<file path="config.mk">
export PLATFORM = sky130hd
export DESIGN_NAME = control_sequencer
export DESIGN_NICKNAME = d
export VERILOG_FILES = /design/src/rtl/ctrl_pkg.sv /design/src/rtl/control_decode.sv /design/src/rtl/control_sequencer.sv
export SDC_FILE = /design/constraint.sdc
export NUM_CORES = 1
export LEC_CHECK = 0
export BUFFER_PORTS_ARGS = -buffer_cell sky130_fd_sc_hd__buf_2
export CORE_MARGIN = 3
export CORE_UTILIZATION = 57
export DETAILED_ROUTE_END_ITERATION = 8
export PLACE_DENSITY = 0.86
export SETUP_SLACK_MARGIN = 0.5
export SLEW_MARGIN = 20
export SYNTH_ARGS = -nofsm -noshare
export SYNTH_HDL_FRONTEND = slang
export SYNTH_SLANG_ARGS = --single-unit
export TNS_END_PERCENT = 10
</file>
<file path="constraint.sdc">
create_clock -name clk -period 3.9 [get_ports clk]
set_input_delay 0.39 -clock clk [delete_from_list [all_inputs] [get_ports clk]]
set_output_delay 0.39 -clock clk [all_outputs]
set_load 0.01 [all_outputs]
</file>
<file path="src/rtl/ctrl_pkg.sv">
// rtl/ctrl_pkg.sv - shared opcode, ALU-op, control-bundle and FSM definitions
package ctrl_pkg;

  typedef enum logic [2:0] {
    OP_LOAD  = 3'd0,
    OP_STORE = 3'd1,
    OP_XOR   = 3'd2,
    OP_ADD   = 3'd3,
    OP_LSL   = 3'd4,
    OP_LSR   = 3'd5,
    OP_BNEZ  = 3'd6,
    OP_RLSL  = 3'd7
  } opcode_e;

  localparam logic [2:0] ALU_ADD  = 3'd0;
  localparam logic [2:0] ALU_XOR  = 3'd1;
  localparam logic [2:0] ALU_LSL  = 3'd2;
  localparam logic [2:0] ALU_LSR  = 3'd3;
  localparam logic [2:0] ALU_BNEZ = 3'd4;
  localparam logic [2:0] ALU_RLSL = 3'd5;
  localparam logic [2:0] ALU_IDLE = 3'd7;

  typedef struct packed {
    logic reg_write;
    logic mem_write;
    logic mem_to_reg;
    logic branch_en;
    logic alu_src;
  } ctrl_flags_t;

  localparam ctrl_flags_t FLAGS_NONE = '{1'b0, 1'b0, 1'b0, 1'b0, 1'b0};

  typedef enum logic [1:0] {
    ST_RUN      = 2'd0,
    ST_MEM_WAIT = 2'd1,
    ST_BR       = 2'd2,
    ST_FLUSH    = 2'd3
  } state_e;

  // Load write-back is withheld until the memory latency has elapsed.
  function automatic ctrl_flags_t mask_writeback(input ctrl_flags_t f);
    ctrl_flags_t r;
    r            = f;
    r.reg_write  = 1'b0;
    r.mem_to_reg = 1'b0;
    return r;
  endfunction

endpackage

</file>
<file path="src/rtl/control_decode.sv">
// rtl/control_decode.sv - combinational opcode to control-bundle decoder
module control_decode
  import ctrl_pkg::*;
#(
  parameter int OPW    = 3,
  parameter int ALUOPW = 3
) (
  input  logic [OPW-1:0]    opcode,
  output ctrl_flags_t       flags,
  output logic [ALUOPW-1:0] alu_op,
  output logic              illegal
);

  logic [2:0] alu3;

  always_comb begin
    flags   = FLAGS_NONE;
    alu3    = ALU_IDLE;
    illegal = (32'(opcode) > 32'd7);
    if (!illegal) begin
      case (opcode_e'(opcode[2:0]))
        OP_LOAD:  begin flags = '{1'b1, 1'b0, 1'b1, 1'b0, 1'b0}; alu3 = ALU_IDLE; end
        OP_STORE: begin flags = '{1'b0, 1'b1, 1'b0, 1'b0, 1'b0}; alu3 = ALU_IDLE; end
        OP_XOR:   begin flags = '{1'b1, 1'b0, 1'b0, 1'b0, 1'b1}; alu3 = ALU_XOR;  end
        OP_ADD:   begin flags = '{1'b1, 1'b0, 1'b0, 1'b0, 1'b0}; alu3 = ALU_ADD;  end
        OP_LSL:   begin flags = '{1'b1, 1'b0, 1'b0, 1'b0, 1'b0}; alu3 = ALU_LSL;  end
        OP_LSR:   begin flags = '{1'b1, 1'b0, 1'b0, 1'b0, 1'b0}; alu3 = ALU_LSR;  end
        OP_BNEZ:  begin flags = '{1'b0, 1'b0, 1'b0, 1'b1, 1'b0}; alu3 = ALU_BNEZ; end
        OP_RLSL:  begin flags = '{1'b1, 1'b0, 1'b0, 1'b0, 1'b1}; alu3 = ALU_RLSL; end
        default:  ;
      endcase
    end
  end

  assign alu_op = ALUOPW'(alu3);

endmodule

</file>
<file path="src/rtl/control_sequencer.sv">
// rtl/control_sequencer.sv - registered instruction sequencer with memory stall,
// branch flush and sticky illegal-opcode flag
module control_sequencer
  import ctrl_pkg::*;
#(
  parameter int OPW     = 3,
  parameter int ALUOPW  = 3,
  parameter int MEM_LAT = 2
) (
  input  logic              clk,
  input  logic              rst_n,
  input  logic              instr_valid,
  output logic              instr_ready,
  input  logic [OPW-1:0]    opcode,
  input  logic              branch_taken,
  output logic              ctrl_valid,
  output logic              reg_write,
  output logic              mem_write,
  output logic              mem_to_reg,
  output logic              branch_en,
  output logic              alu_src,
  output logic [ALUOPW-1:0] alu_op,
  output logic              flush,
  output logic              illegal
);

  localparam int CW = (MEM_LAT > 0) ? $clog2(MEM_LAT + 1) : 1;
  localparam logic [ALUOPW-1:0] ALU_DEFAULT = ALUOPW'(ALU_IDLE);

  state_e            state_q, state_d;
  logic [CW-1:0]     cnt_q, cnt_d;
  ctrl_flags_t       out_flags_q, out_flags_d;
  logic [ALUOPW-1:0] out_alu_q, out_alu_d;
  ctrl_flags_t       hold_flags_q, hold_flags_d;
  logic [ALUOPW-1:0] hold_alu_q, hold_alu_d;
  logic              valid_q, valid_d;
  logic              flush_q, flush_d;
  logic              illegal_q, illegal_d;

  ctrl_flags_t       dec_flags;
  logic [ALUOPW-1:0] dec_alu;
  logic              dec_illegal;
  logic              xfer;
  logic              dec_is_mem;

  control_decode #(
    .OPW    (OPW),
    .ALUOPW (ALUOPW)
  ) u_decode (
    .opcode  (opcode),
    .flags   (dec_flags),
    .alu_op  (dec_alu),
    .illegal (dec_illegal)
  );

  assign instr_ready = (state_q == ST_RUN);
  assign xfer        = instr_valid & instr_ready;
  assign dec_is_mem  = dec_flags.mem_write | dec_flags.mem_to_reg;

  always_comb begin
    state_d      = state_q;
    cnt_d        = cnt_q;
    out_flags_d  = FLAGS_NONE;
    out_alu_d    = ALU_DEFAULT;
    hold_flags_d = hold_flags_q;
    hold_alu_d   = hold_alu_q;
    valid_d      = 1'b0;
    flush_d      = 1'b0;
    illegal_d    = illegal_q | (xfer & dec_illegal);

    case (state_q)
      ST_RUN: begin
        if (xfer) begin
          hold_flags_d = dec_flags;
          hold_alu_d   = dec_alu;
          out_alu_d    = dec_alu;
          if (dec_is_mem && (MEM_LAT > 0)) begin
            state_d     = ST_MEM_WAIT;
            cnt_d       = CW'(MEM_LAT);
            out_flags_d = mask_writeback(dec_flags);
          end else begin
            out_flags_d = dec_flags;
            valid_d     = 1'b1;
            if (dec_flags.branch_en) begin
              state_d = ST_BR;
            end
          end
        end
      end
      ST_MEM_WAIT: begin
        out_alu_d = hold_alu_q;
        cnt_d     = cnt_q - CW'(1);
        if (cnt_q == CW'(1)) begin
          state_d     = ST_RUN;
          out_flags_d = hold_flags_q;
          valid_d     = 1'b1;
        end else begin
          out_flags_d = mask_writeback(hold_flags_q);
        end
      end
      // The branch bundle is on the outputs this cycle; the ALU result decides the flush.
      ST_BR: begin
        if (branch_taken) begin
          state_d = ST_FLUSH;
          flush_d = 1'b1;
        end else begin
          state_d = ST_RUN;
        end
      end
      ST_FLUSH: begin
        state_d = ST_RUN;
      end
      default: begin
        state_d = ST_RUN;
      end
    endcase
  end

  always_ff @(posedge clk or negedge rst_n) begin
    if (!rst_n) begin
      state_q      <= ST_RUN;
      cnt_q        <= '0;
      out_flags_q  <= FLAGS_NONE;
      out_alu_q    <= ALU_DEFAULT;
      hold_flags_q <= FLAGS_NONE;
      hold_alu_q   <= ALU_DEFAULT;
      valid_q      <= 1'b0;
      flush_q      <= 1'b0;
      illegal_q    <= 1'b0;
    end else begin
      state_q      <= state_d;
      cnt_q        <= cnt_d;
      out_flags_q  <= out_flags_d;
      out_alu_q    <= out_alu_d;
      hold_flags_q <= hold_flags_d;
      hold_alu_q   <= hold_alu_d;
      valid_q      <= valid_d;
      flush_q      <= flush_d;
      illegal_q    <= illegal_d;
    end
  end

  assign ctrl_valid = valid_q;
  assign reg_write  = out_flags_q.reg_write;
  assign mem_write  = out_flags_q.mem_write;
  assign mem_to_reg = out_flags_q.mem_to_reg;
  assign branch_en  = out_flags_q.branch_en;
  assign alu_src    = out_flags_q.alu_src;
  assign alu_op     = out_alu_q;
  assign flush      = flush_q;
  assign illegal    = illegal_q;

endmodule

</file>
==> results.sh, run 1 <==
export IMPL_routed_wl_mm=1.90
export IMPL_dr_pass1_iters=4
export IMPL_clock_skew_ps=3.13
export IMPL_syn_inst=99
export IMPL_cts_sinks=22
export IMPL_die_h_um=48.5
export IMPL_drc_errors=0
export IMPL_ys_warn_count=0
export IMPL_pre_cts_slack_ps=2240
export IMPL_avgSynthCellArea_sq_um=10.4
export IMPL_internal_power_uw=537
export IMPL_grt_pass1_wl_mm=3.12
export IMPL_cts_repair_resized=0
export IMPL_numPlacedInstances=135
export IMPL_die_w_um=48.5
export IMPL_initial_utilization_pct=64.4
export IMPL_pwr_share_seq_pct=46.8
export IMPL_vias_per_cell=5.48
export IMPL_cp_end_kind="register"
export IMPL_clockRootBuffer="clkbuf_4"
export IMPL_p_comb_share_pct=31.7
export IMPL_powerDensity_nw_per_um2=697
export IMPL_async_reset_ff_share_pct=100
export IMPL_pwr_share_clk_pct=21.5
export IMPL_fin_cells=139
export IMPL_multi_input_area_sq_um=412
export IMPL_grt_ovfl_total=0
export IMPL_core_area_sq_um=1590
export IMPL_synth_main_ff_cell="dfrtp_1"
export IMPL_postCtsHoldBufs=0
export IMPL_cts_setup_buffers=0
export IMPL_ys_seq_area_share_pct=54.3
export IMPL_synthTopCellsByArea="dfrtp_1, dfstp_2, nand2_1, ha_1, o21ai_2"
export IMPL_fmax_mhz=594
export IMPL_htree_levels=1
export IMPL_drive_gt1_share_pct=29.6
export IMPL_outcome="complete, no violations"
export IMPL_num_rows=14
export IMPL_worst_pin_slew_ps=608
export IMPL_switching_share_pct=33.2
export IMPL_synth_area_sq_um=1030
export IMPL_clk_latency_ps=300
export IMPL_antenna_found_initial=0
export IMPL_tns_ps=0
export IMPL_clock_path_buffers=2
export IMPL_ios=19
export IMPL_hold_violations=0
export IMPL_drt_wirelength_per_cell_um=13.7
export IMPL_numCtsBuffers=3
export IMPL_synth_distinct_cells=35
export IMPL_p_leak_nw=0.574
export IMPL_cp_max_fo=16
export IMPL_dp_hpwl_mm=1.32
export IMPL_port_buffers=17
export IMPL_synth_edf_count=0
export IMPL_yosys_area_top_type_share_pct=39.0
export IMPL_grtUsageTotal_pct=16.9
export IMPL_cp_required_ps=4100
export IMPL_slew_headroom_pct=59.5
export IMPL_grt_pass1_vias=713
export IMPL_fin_crit_ps=1680
export IMPL_fin_crit_sh_pct=43.2
export IMPL_fillers=127
export IMPL_regMostFlops="hold_flags_q"
export IMPL_p_sw_uw=267
export IMPL_fp_dieArea_sq_um=2350
export IMPL_gp_congestion=0.789
export IMPL_clk_pin_slew_ps=120
export IMPL_layout_setup_ws_ps=2220
export IMPL_diodes=0
export IMPL_synth_largest_area_cell="dfrtp_1"
export IMPL_cts_tree="yes"
export IMPL_hold_worst_slack_ps=18.5
export IMPL_synth_seq_cells=22
export IMPL_initialDrtViolationCount=24
export IMPL_grt_setup_unrepaired="no"
export IMPL_num_vias=762
export IMPL_syn_num_nets=109
export IMPL_ir_drop_v=0.000445
export IMPL_grt_max_degree=23
export IMPL_final_nets=126
export IMPL_crit_path_start_kind="register"
export IMPL_cp_data_arrival_time_ps=1890
export IMPL_path_class="reg -> reg"
export IMPL_fin_util_pct=72.3
export IMPL_cap_violations=0
export IMPL_area_growth_pct=12.2
export IMPL_hold_class="in -> async"
export IMPL_regArea_sq_um=558
export IMPL_largest_reg_flops=5
export IMPL_slew_violations=0
export IMPL_ant_nets=0
export IMPL_setup_viol=0
-- logic make-up after synthesis --
| family | after synthesis | synth area share [%] |
|---|---|---|
| flops | 22 | 54.3 |
| compound gates | 21 | 15.0 |
| xor+xnor | 1 | 0.853 |
| buf+inv | 9 | 5.60 |
| fa+ha+maj | 3 | 3.65 |
| simple gates | 42 | 20.2 |
| other cells | 1 | 0.365 |
-- routing by layer --
| layer | track usage [%] | part of all wire [%] | vias up |
|---|---|---|---|
| met5 | 0 | 0 | - |
| met4 | 4.74 | 0.47 | 0 |
| met3 | 3.68 | 4.7 | 2 |
| met2 | 27.1 | 49 | 26 |
| met1 | 23.4 | 46 | 369 |
| li1 | - | - | 365 |
-- power by group through the flow --
stage / Sequential (mW) / Combinational [mW] / Clock, mW
4_1_cts: 0.374 / 0.257 / 0.176
3_3_place_gp: 0.375 / 0.244 / 0
6_report: 0.376 / 0.255 / 0.173
3_5_place_dp: 0.378 / 0.253 / 0
2_1_floorplan: 0.376 / 0.190 / 0
5_1_grt: 0.386 / 0.287 / 0.184
-- metrics by stage --
step | total power, mW | area [sq um]
after CTS | 0.807 | 1150
after global placement | 0.619 | 1100
final | 0.803 | 1150
after global routing | 0.857 | 1150
after floorplan | 0.566 | 1030
after detailed placement | 0.631 | 1100
-- worst max-delay path, cell delays in order (launching register included) --
cell	delay (ps)
dfrtp_1	540
or3b_1	700
a22o_1	340
-- worst paths after layout --
check	startpoint	endpoint	slack, ps	cells past startpoint
setup / recovery	state_q[1]	hold_flags_q[4]	2220	2
hold / removal	rst_n	hold_flags_q[1]	20	1
setup reg to reg	state_q[1]	hold_flags_q[4]	2220	2
hold reg to reg	hold_alu_q[2]	hold_alu_q[2]	480	2
max in group asynchronous	rst_n	hold_alu_q[1]	3540	1
min in group clk	opcode[1]	hold_flags_q[2]	330	2
-- cell usage in the layout (no fill, tap or decap), drive strengths merged, types with 2 or more instances in the layout --
cell type / instances
nand2: 20
buf: 17
dfrtp: 16
o21ai: 8
nor2: 6
dfstp: 6
a21oi: 5
inv: 4
and3: 3
nand3b: 3
ha: 3
clkbuf: 3
nor2b: 2
nand3: 2
nand2b: 2
-- synthesized netlist by cell type, types with 2 or more instances --
cell type	number
and3_1	3
ha_1	3
nand3_1	2
nand2_1	19
nor2b_1	2
o21ai_1	2
o21ai_0	3
inv_1	4
nand2b_1	2
dfstp_2	6
nor2_1	6
dfrtp_1	16
a21oi_1	5
nand3b_1	3
o21ai_2	3
-- cell type report --
| class | instances | share of cell area [%] |
|---|---|---|
| sequential | 22 | 48.4 |
| multi-input combinational | 68 | 35.7 |
| clock buffer | 3 | 1.95 |
| timing repair buffer | 17 | 7.38 |
| inverter | 4 | 1.30 |
| clock inverter | 1 | 2.61 |
| tap | 24 | 2.61 |
No activity file was read; power rests on OpenSTA's default activity.
==> run 2: changes to the inputs <==
ABC_AREA = 1   (was not set)
CORE_UTILIZATION = 52   (was 57)
PLACE_DENSITY = 0.8   (was 0.86)
clock period = 1.7 ns   (was 3.9 ns; I/O delays follow)
==> results.sh, run 2 <==
export IMPL_outcome="complete, no violations"
export IMPL_critPathCapture="state_q[0]"
export IMPL_hold_violations=0
export IMPL_core_area_sq_um=1760
export IMPL_grt_pass1_vias=680
export IMPL_clk_latency_ps=300
export IMPL_syn_inst=102
export IMPL_reg2reg_depth=7
export IMPL_cp_data_arrival_time_ps=1370
export IMPL_cap_violations=0
export IMPL_cp_max_fo=3
export IMPL_setup_viol=0
export IMPL_die_h_um=49.6
export IMPL_numCtsBuffers=3
export IMPL_wl_met1_um=798
export IMPL_ios=19
export IMPL_grt_setup_unrepaired="yes"
export IMPL_initial_utilization_pct=56.1
export IMPL_cts_sinks=22
export IMPL_grtUsageTotal_pct=15.5
export IMPL_layout_common_cells="buf_2, dfrtp_1, inv_1"
export IMPL_hold_class="in -> reg"
export IMPL_holdPathStages=3
export IMPL_syn_num_nets=112
export IMPL_ys_seq_area_share_pct=56.4
export IMPL_r2r_setup_slack_ps=540
export IMPL_drive_gt1_share_pct=32.3
export IMPL_ant_nets=0
export IMPL_powerDensity_nw_per_um2=1500
export IMPL_port_buffers=17
export IMPL_vias_per_cell=4.93
export IMPL_final_nets=135
export IMPL_clock_skew_ps=6.92
export IMPL_synth_main_ff_cell="dfrtp_1"
export IMPL_yosysMostFrequentCell="dfrtp_1"
export IMPL_layout_commonest_cell="buf_2"
export IMPL_fin_crit_ps=1160
export IMPL_grt_max_degree=23
export IMPL_die_w_um=49.6
export IMPL_htree_levels=1
export IMPL_gp_congestion=0.858
export IMPL_synth_area_sq_um=990
export IMPL_slew_violations=0
export IMPL_initialDrtViolationCount=22
export IMPL_cts_tree="yes"
export IMPL_met2WireLength_um=765
export IMPL_clockRootBuffer="clkbuf_4"
export IMPL_grt_ovfl_total=0
export IMPL_synth_largest_area_cell="dfrtp_1"
export IMPL_synthTopCellsByArea="dfrtp_1, dfstp_2, inv_1, nand2_1, nor2_1"
export IMPL_antenna_found_initial=0
export IMPL_async_reset_ff_share_pct=100
export IMPL_fmax_mhz=862
export IMPL_wl_met3_um=74
export IMPL_grt_pass1_wl_mm=2.85
export IMPL_setup_worst_path_start="state_q[1]"
export IMPL_ys_warn_count=0
export IMPL_fin_crit_sh_pct=68.3
export IMPL_finalPower_mw=1.72
export IMPL_num_vias=735
export IMPL_crit_path_start_kind="register"
export IMPL_cp_required_ps=1910
export IMPL_synth_distinct_cells=26
export IMPL_synth_edf_count=0
export IMPL_area_growth_pct=16.2
export IMPL_dr_pass1_iters=4
export IMPL_path_class="reg -> reg"
export IMPL_worstReg2RegStart="state_q[1]"
export IMPL_drt_wirelength_per_cell_um=11.3
export IMPL_clk_pin_slew_ps=110
export IMPL_p_leak_nw=0.586
export IMPL_num_rows=15
export IMPL_dp_hpwl_mm=1.23
export IMPL_r2r_end="state_q[0]"
export IMPL_fillers=155
export IMPL_tns_ps=0
export IMPL_top_layer="met4"
export IMPL_largest_reg_flops=5
export IMPL_fp_dieArea_sq_um=2460
export IMPL_routed_wl_mm=1.68
export IMPL_diodes=0
export IMPL_regMostFlops="hold_flags_q"
export IMPL_cp_end_kind="register"
export IMPL_synth_common_cells="dfrtp_1, inv_1, nand2_1, nor2_1, nand3_1"
export IMPL_drc_errors=0
export IMPL_yosys_area_top_type_share_pct=40.5
export IMPL_synth_seq_cells=22
export IMPL_avgSynthCellArea_sq_um=9.70
export IMPL_clock_path_buffers=2
export IMPL_ir_drop_v=0.000816
[run 2: cell types whose count changed after synthesis, moves of 4 or more]
| cell | before | now |
|---|---|---|
| inv_1 | 4 | 14 |
| nand2_1 | 19 | 11 |
| nand3_1 | 2 | 7 |
| nor2_1 | 6 | 11 |
| o21ai_1 | 2 | 6 |
[run 2: layer usage]
metal  global-route usage [%]  vias to the layer above
li1                         -                      369
met1                     19.2                      343
met2                     24.2                       18
met3                     3.02                        5
met4                     11.1                        0
met5                        0                        -
[run 2: where the power goes]
part | leakage, nW | internal (mW) | total (mW) | switching [mW]
registers | 0.273 | 0.733 | 0.813 | 0.0799
logic | 0.298 | 0.257 | 0.675 | 0.418
clock network | 0.0150 | 0.0915 | 0.233 | 0.141
[run 2: layout make-up]
cell class / count / area (sq um) / area share [%]
repair buffers: 20 / 110 / 9.58
flip-flops and latches: 22 / 558 / 48.5
clock buffers: 4 / 26.3 / 2.29
inverters: 17 / 71.3 / 6.20
multi-input cells: 61 / 353 / 30.7
well taps: 25 / 31.3 / 2.72
[run 2: cells by family (layout without fill, tap and decap cells)]
logic type / Yosys count / in the layout / share of synthesized area, %
buffers and inverters: 19 / 41 / 9.48
AO/OA/AOI/OAI: 17 / 17 / 9.73
other: 1 / 1 / 0.379
AND/OR/NAND/NOR: 39 / 39 / 19.3
flip-flops: 22 / 22 / 56.4
adder cells (fa/ha/maj): 3 / 3 / 3.79
XOR/XNOR: 1 / 1 / 0.885
[run 2: worst min-delay path by stage]
stage	end	start
CTS	flush	branch_taken
detailed placement	cnt_q[0]	rst_n
global placement	cnt_q[1]	rst_n
floorplan	alu_src	rst_n
global route	flush	branch_taken
finish	flush	branch_taken
[run 2: critical path, cell delays in order, from the launching register on]
cell and delay, ps:
dfrtp_1 440, buf_4 170, inv_1 70, nand2_1 60
nor2_2 100, nand2_1 90, nand4_1 80, nand2_1 50
[run 2: what timing repair did]
action / CTS / global route
endpoints found under the hold margin: 16 / 0
pin swaps: 1 / 0
gates resized for setup: 0 / 6
hold buffers: 1 / 0
endpoints found under the setup margin: 1 / 14
buffers inserted: 2 / 0
[run 2: metrics by stage]
stage               cell area (sq um)  hold WS (ps)  cells  setup slack [ps]  util [%]
floorplan                         990          -126    102               614         -
finish                           1150           161    149               539      65.2
global placement                 1080           144    142               618      61.1
detailed placement               1080           148    142               575      61.1
CTS                              1130           129    149               498      64.0
global route                     1150           133    149               479      65.2
